### src/rtl/gameboard_renderer.sv
// Minesweeper board renderer: walks a ROWS x COLS board and emits VGA pixel
// writes, either redrawing every cell or only the cells whose colour changed
// since they were last drawn.
module gameboard_renderer #(
  parameter int COLS   = 8,
  parameter int ROWS   = 8,
  parameter int CELL_W = 4,
  parameter int CELL_H = 4,
  parameter int X0     = 0,
  parameter int Y0     = 0,
  parameter int X_W    = 8,
  parameter int Y_W    = 7
) (
  input  logic                 clk,
  input  logic                 resetn,
  input  logic [ROWS*COLS-1:0] mineMap,
  input  logic [ROWS*COLS-1:0] flagMap,
  input  logic [ROWS*COLS-1:0] stepMap,
  input  logic                 game_over,
  input  logic                 start,
  input  logic                 full,
  output logic [X_W-1:0]       x,
  output logic [Y_W-1:0]       y,
  output logic [2:0]           color,
  output logic                 plot,
  output logic                 busy,
  output logic                 done
);

  localparam int N     = ROWS * COLS;
  localparam int IDX_W = (N > 1) ? $clog2(N) : 1;
  localparam int COL_W = (COLS > 1) ? $clog2(COLS) : 1;
  localparam int ROW_W = (ROWS > 1) ? $clog2(ROWS) : 1;
  localparam int PX_W  = $clog2(CELL_W);
  localparam int PY_W  = $clog2(CELL_H);

  typedef enum logic [1:0] {IDLE, SCAN, DRAW, DONE} state_t;

  state_t             state_q, state_d;
  logic [IDX_W-1:0]   idx_q, idx_d;
  logic [COL_W-1:0]   col_q, col_d;
  logic [ROW_W-1:0]   row_q, row_d;
  logic [PX_W-1:0]    px_q, px_d;
  logic [PY_W-1:0]    py_q, py_d;
  logic               wr_cell;

  // Snapshot of the game state taken when a pass starts
  logic [N-1:0]       mine_s, flag_s, step_s;
  logic               go_s, full_s;

  // What was last drawn for each cell
  logic [N-1:0]       valid;
  logic [2:0]         shadow [N];

  logic [2:0]         code;
  logic               need_draw;
  logic               last_cell;

  // Cell colour by priority: revealed mine, revealed, flag, exposed mine, hidden
  function automatic logic [2:0] cell_code(input logic s, input logic m,
                                           input logic f, input logic g);
    if (s && m)      return 3'b100;
    else if (s)      return 3'b111;
    else if (f)      return 3'b110;
    else if (g && m) return 3'b101;
    else             return 3'b001;
  endfunction

  // Right column and bottom row of each cell form the black grid line
  function automatic logic [2:0] pixel_color(input logic [PX_W-1:0] px,
                                             input logic [PY_W-1:0] py,
                                             input logic [2:0] c);
    if (px == PX_W'(CELL_W - 1) || py == PY_W'(CELL_H - 1)) return 3'b000;
    else                                                    return c;
  endfunction

  assign code      = cell_code(step_s[idx_q], mine_s[idx_q], flag_s[idx_q], go_s);
  assign need_draw = full_s || !valid[idx_q] || (shadow[idx_q] != code);
  assign last_cell = (idx_q == IDX_W'(N - 1));

  // Capture the maps and mode at the start of a pass; later map changes are ignored
  always_ff @(posedge clk) begin
    if (state_q == IDLE && start) begin
      mine_s <= mineMap;
      flag_s <= flagMap;
      step_s <= stepMap;
      go_s   <= game_over;
      full_s <= full;
    end
  end

  // Next-state, cell walk and pixel walk
  always_comb begin
    state_d = state_q;
    idx_d   = idx_q;
    col_d   = col_q;
    row_d   = row_q;
    px_d    = px_q;
    py_d    = py_q;
    wr_cell = 1'b0;
    case (state_q)
      IDLE: begin
        if (start) begin
          state_d = SCAN;
          idx_d   = '0;
          col_d   = '0;
          row_d   = '0;
        end
      end
      SCAN, DRAW: begin
        if (state_q == SCAN && need_draw) begin
          state_d = DRAW;
          px_d    = '0;
          py_d    = '0;
        end else if (state_q == DRAW && px_q != PX_W'(CELL_W - 1)) begin
          px_d = px_q + PX_W'(1);
        end else if (state_q == DRAW && py_q != PY_W'(CELL_H - 1)) begin
          px_d = '0;
          py_d = py_q + PY_W'(1);
        end else begin
          // Cell finished (skipped in SCAN or last pixel in DRAW): move on
          wr_cell = (state_q == DRAW);
          if (last_cell) begin
            state_d = DONE;
          end else begin
            state_d = SCAN;
            idx_d   = idx_q + IDX_W'(1);
            if (col_q == COL_W'(COLS - 1)) begin
              col_d = '0;
              row_d = row_q + ROW_W'(1);
            end else begin
              col_d = col_q + COL_W'(1);
            end
          end
        end
      end
      DONE:    state_d = IDLE;
      default: state_d = IDLE;
    endcase
  end

  // State, counters, registered pixel outputs and per-cell draw history
  always_ff @(posedge clk or negedge resetn) begin
    if (!resetn) begin
      state_q <= IDLE;
      idx_q   <= '0;
      col_q   <= '0;
      row_q   <= '0;
      px_q    <= '0;
      py_q    <= '0;
      x       <= '0;
      y       <= '0;
      color   <= '0;
      plot    <= 1'b0;
      busy    <= 1'b0;
      done    <= 1'b0;
      valid   <= '0;
      for (int i = 0; i < N; i++) shadow[i] <= '0;
    end else begin
      state_q <= state_d;
      idx_q   <= idx_d;
      col_q   <= col_d;
      row_q   <= row_d;
      px_q    <= px_d;
      py_q    <= py_d;
      plot    <= (state_d == DRAW);
      busy    <= (state_d == SCAN) || (state_d == DRAW);
      done    <= (state_d == DONE);
      if (state_d == DRAW) begin
        x     <= X_W'(X0 + int'(col_d) * CELL_W + int'(px_d));
        y     <= Y_W'(Y0 + int'(row_d) * CELL_H + int'(py_d));
        color <= pixel_color(px_d, py_d, code);
      end
      if (wr_cell) begin
        shadow[idx_q] <= code;
        valid[idx_q]  <= 1'b1;
      end
    end
  end

endmodule
### config.mk
export PLATFORM = sky130hd
export DESIGN_NAME = gameboard_renderer
export DESIGN_NICKNAME = d
export VERILOG_FILES = /design/src/rtl/gameboard_renderer.sv
export SDC_FILE = /design/constraint.sdc
export NUM_CORES = 1
export LEC_CHECK = 0
export BUFFER_PORTS_ARGS = -buffer_cell sky130_fd_sc_hd__buf_2
export CAP_MARGIN = 20
export CORE_MARGIN = 1.5
export CORE_UTILIZATION = 40
export DETAILED_ROUTE_END_ITERATION = 7
export SYNTH_ARGS = -nofsm -noshare
export SYNTH_HDL_FRONTEND = slang
export SYNTH_SLANG_ARGS = --single-unit
### constraint.sdc
create_clock -name clk -period 7.96 [get_ports clk]
set_input_delay 0.796 -clock clk [delete_from_list [all_inputs] [get_ports clk]]
set_output_delay 0.796 -clock clk [all_outputs]
set_load 0.1 [all_outputs]
==> key figures <==
Timing
  – Final TNS setup: 0 ns
  – Final hold vios: 0
  – Unrepaired setup endpoints after global routing: no
  – Worst Tran Pin Value: approximately 1.1 ns
  – FMAX: roughly 0.16 GHz
  – Tcrit/Tclk final: slightly below 80%
  – Min Tclk post-route: around 6.2 ns
  – Relative slew margins: between 20% and 30%
  – Setup violators final: 0
  – Slew Limit Fails: 0
  – Skew final: ~0.032 ns

Floorplan
  – I/O Pins: approximately 220
  – Cell Rows: 85
  – Initial core utilization: 40.32%
  – Die Area: 0.05544 mm2
  – Core area: 0.05360 mm2
  – Die Ht: approximately 240 um
  – Chip width: roughly 240 um

Place
  – Port Buffers: 212
  – Placed Cells: about 2,300
  – Post-detailed-placement half-perimeter wirelength: between 30,000 and 40,000 um
  – Gpl congestion: ~0.86

Yosys
  – Ys Warns: 0
  – EDFF count, synth: 194
  – Synth Area per Inst: around 15 um2
  – Post-Syn Instances: 1,446
  – FF+latch count, synth: between 400 and 500
  – Leading register cell type out of synthesis: dfrtp_1
  – Ys async rst share: between 50% and 60%
  – Syn Std Cell Area: about 0.022 mm2
  – Yosys cell types: 66
  – Register area share after synthesis: approximately three fifths

CTS
  – CTS sink cnt: about 480
  – Clk pin slew, worst setup/hold paths: around 0.060 ns
  – CTS buffer count: 53
  – Postcts setup bufs: 0
  – Post-cts repair resize count: 0
  – Htree depth: 2
  – CTS Buffer Depth: 3
  – Skew-Pair Late Insertion Delay: 0.61 ns
  – CTS tree: yes
  – Cts hold-fix bufs: 0
  – CTS root buf: clkbuf_16

Finish
  – Final core occ: approximately 47%
  – Fillers: between 4,000 and 5,000
  – Multi-input logic area: approximately 0.0080 mm2
  – Register Area: about 0.013 mm2
  – Nets: ~1,900
  – Share of cells above drive strength 1: between 30 and 40%
  – Area growth from synthesis to layout: 16.06%
  – Final cell count without fillers: 2,393

Detailed routing
  – Initial DRC Count: roughly 980
  – Via count: between 10,000 and 15,000
  – Wire per inst: ~24 um
  – Final wirelength: about 56,000 um
  – DR vias/cell: about 5.5
  – Post-route DRC: 0
  – Pre-antenna DRT Iters: 5
  – ANT nets after route: 0

Worst setup path
  – Buffer and inverter count on the worst path: 3
  – Critical-path maximum fanout: 58
  – Top delay family on crit path: compound AO/OA/AOI/OAI gates
  – CP Data Required Time: 8.46 ns
  – Kind of critical path: flop to flop
  – Slowest cell on the critical path: dfrtp_4
  – Critical path launch point type: flop
  – Crit-path cells: buf_12 -> mux4_2 -> o211ai_1 -> nand4_1 -> nor4_1 -> clkbuf_2 -> or4b_1 -> nand4b_1 -> a31oi_1 -> buf_4 -> o21ai_0 -> o21ai_0 -> ha_1 -> o21ai_0 -> o32ai_1
  – Top cell by count, worst path: o21ai_0
  – Worst path max stage delay: 1.05 ns
  – Critical Path AT: roughly 6.7 ns
  – Crit end category: flop

Flow run
  – Max Cap Viol: 0

Global routing
  – Vias in the first global route: approximately 14,000
  – GRT Resource Usage Total: about a fifth
  – Largest net degree at the start of global routing: roughly 150
  – Global-route wire length before repair: ~86,000 um
  – Antenna violations before repair: 3
  – Total grt overflow: 0

Power
  – PwrDens: between 200 and 250 mW/mm2
  – Leakage: about 11 nW
  – Peak supply drop: 0.1732 mV

Min path
  – Worst hold path class: input port to async pin

Outcome
  – Outcome: completed
[layout make-up]
type                    count  area share, %
inverters                  19         0.2843
multi-input cells         851          31.87
repair buffers            243          5.367
clock buffers              72          5.811
flip-flops and latches    484          52.20
clock inverters            26         0.9826
diodes                      2        0.01995
well taps                 696          3.471
[cells in the mapped netlist (6+ instances only)]
library cell  number  share of area, %
nor2_1            44              0.76
buf_4             18              0.63
or2_2             43               1.2
inv_1             19              0.33
a22oi_1           20              0.69
mux2_2           193                10
buf_2             28              0.65
a21oi_1           12              0.28
edfxtp_1         194                27
nand3_1           42              0.97
and2_1             9              0.26
clkbuf_1          38              0.66
ha_1              13              0.75
nand2b_1          35               1.0
mux2_1            18              0.94
mux4_2            57               5.9
o21ai_0           15              0.35
o22ai_1           26              0.75
nor2b_1            9              0.26
dfrtp_1          290                34
nor3_1             6              0.14
nand2_1           57              0.99
a22o_1             8              0.32
a31oi_1           11              0.32
nand4_1            7              0.20
a221oi_1          22              0.89
buf_1              6              0.10
nor3_4            40               3.0
buf_6              6              0.31
mux2i_1           77               3.6
[flip-flops by register name, indices dropped and copies added (netlist names), 5 cells and up]
signal	count
step_s	64
x	5
mine_s	64
idx_q	6
y	5
shadow	192
valid	64
flag_s	64
[path summary, 6_finish.rpt]
path / start / endpoint / slack, ns / depth (start not counted)
max: idx_q[0] / color[0] / 1.77 / 15
min: resetn / x[0] / 0.32 / 1
max reg2reg: idx_q[0] / color[0] / 1.77 / 15
min reg2reg: valid[8] / valid[8] / 0.46 / 1
max in group asynchronous: resetn / shadow[130] / 5.99 / 2
min in group clk: stepMap[35] / step_s[35] / 0.36 / 1
[routing by layer]
metal / share of wire (%) / wire (um) / track usage [%]
met2: 47 / 26250 / 32.08
met1: 44 / 24830 / 28.58
met5: 0.012 / 7 / 0
met4: 3.2 / 1792 / 7.488
met3: 6.3 / 3543 / 3.541
[cell usage in the layout, fill, tap and decap left out, types with 9 or more instances in the layout]
cell type and instances:
or2_2 43, nand2b_1 35, nor2_1 44, dfrtp_1 287
clkbuf_1 13, mux4_2 57, buf_4 27, o22ai_1 26
inv_1 19, a21oi_1 12, nor2b_1 9, o21ai_0 15
nand2_1 56, a31oi_1 11, a22oi_1 20, mux2_1 18
edfxtp_1 194, clkbuf_16 53, a221oi_1 22, mux2_2 193
nand3_1 41, clkinv_2 9, buf_2 211, nor3_4 40
ha_1 13, mux2i_1 77
[stage by stage]
step | setup WS, ns | power, W | hold WS (ns) | cell area [um2]
2_1_floorplan | 1.515 | 0.002659 | 0.4285 | 21630
3_3_place_gp | 1.774 | 0.002738 | 0.4430 | 23340
3_5_place_dp | 1.492 | 0.002739 | 0.4519 | 23340
4_1_cts | 1.474 | 0.005151 | 0.3301 | 25050
5_1_grt | 1.291 | 0.005256 | 0.3440 | 25090
6_report | 1.773 | 0.005101 | 0.3214 | 25090
[power by group]
part           internal, W  switching [W]
combinational    0.0000358      0.0000556
sequential         0.00260              0
clock              0.00139        0.00102
total              0.00402        0.00108
[kinds of logic after synthesis]
family	Yosys count	share of synthesized area, %
flops	484	60.53
mux	345	20.50
simple gates	327	10.10
compound gates	159	5.343
buf+inv	115	2.680
fa+ha+maj	13	0.7526
xor+xnor	2	0.08106
other cells	1	0.01735
Note: power is estimated with default switching activity, not from simulation.
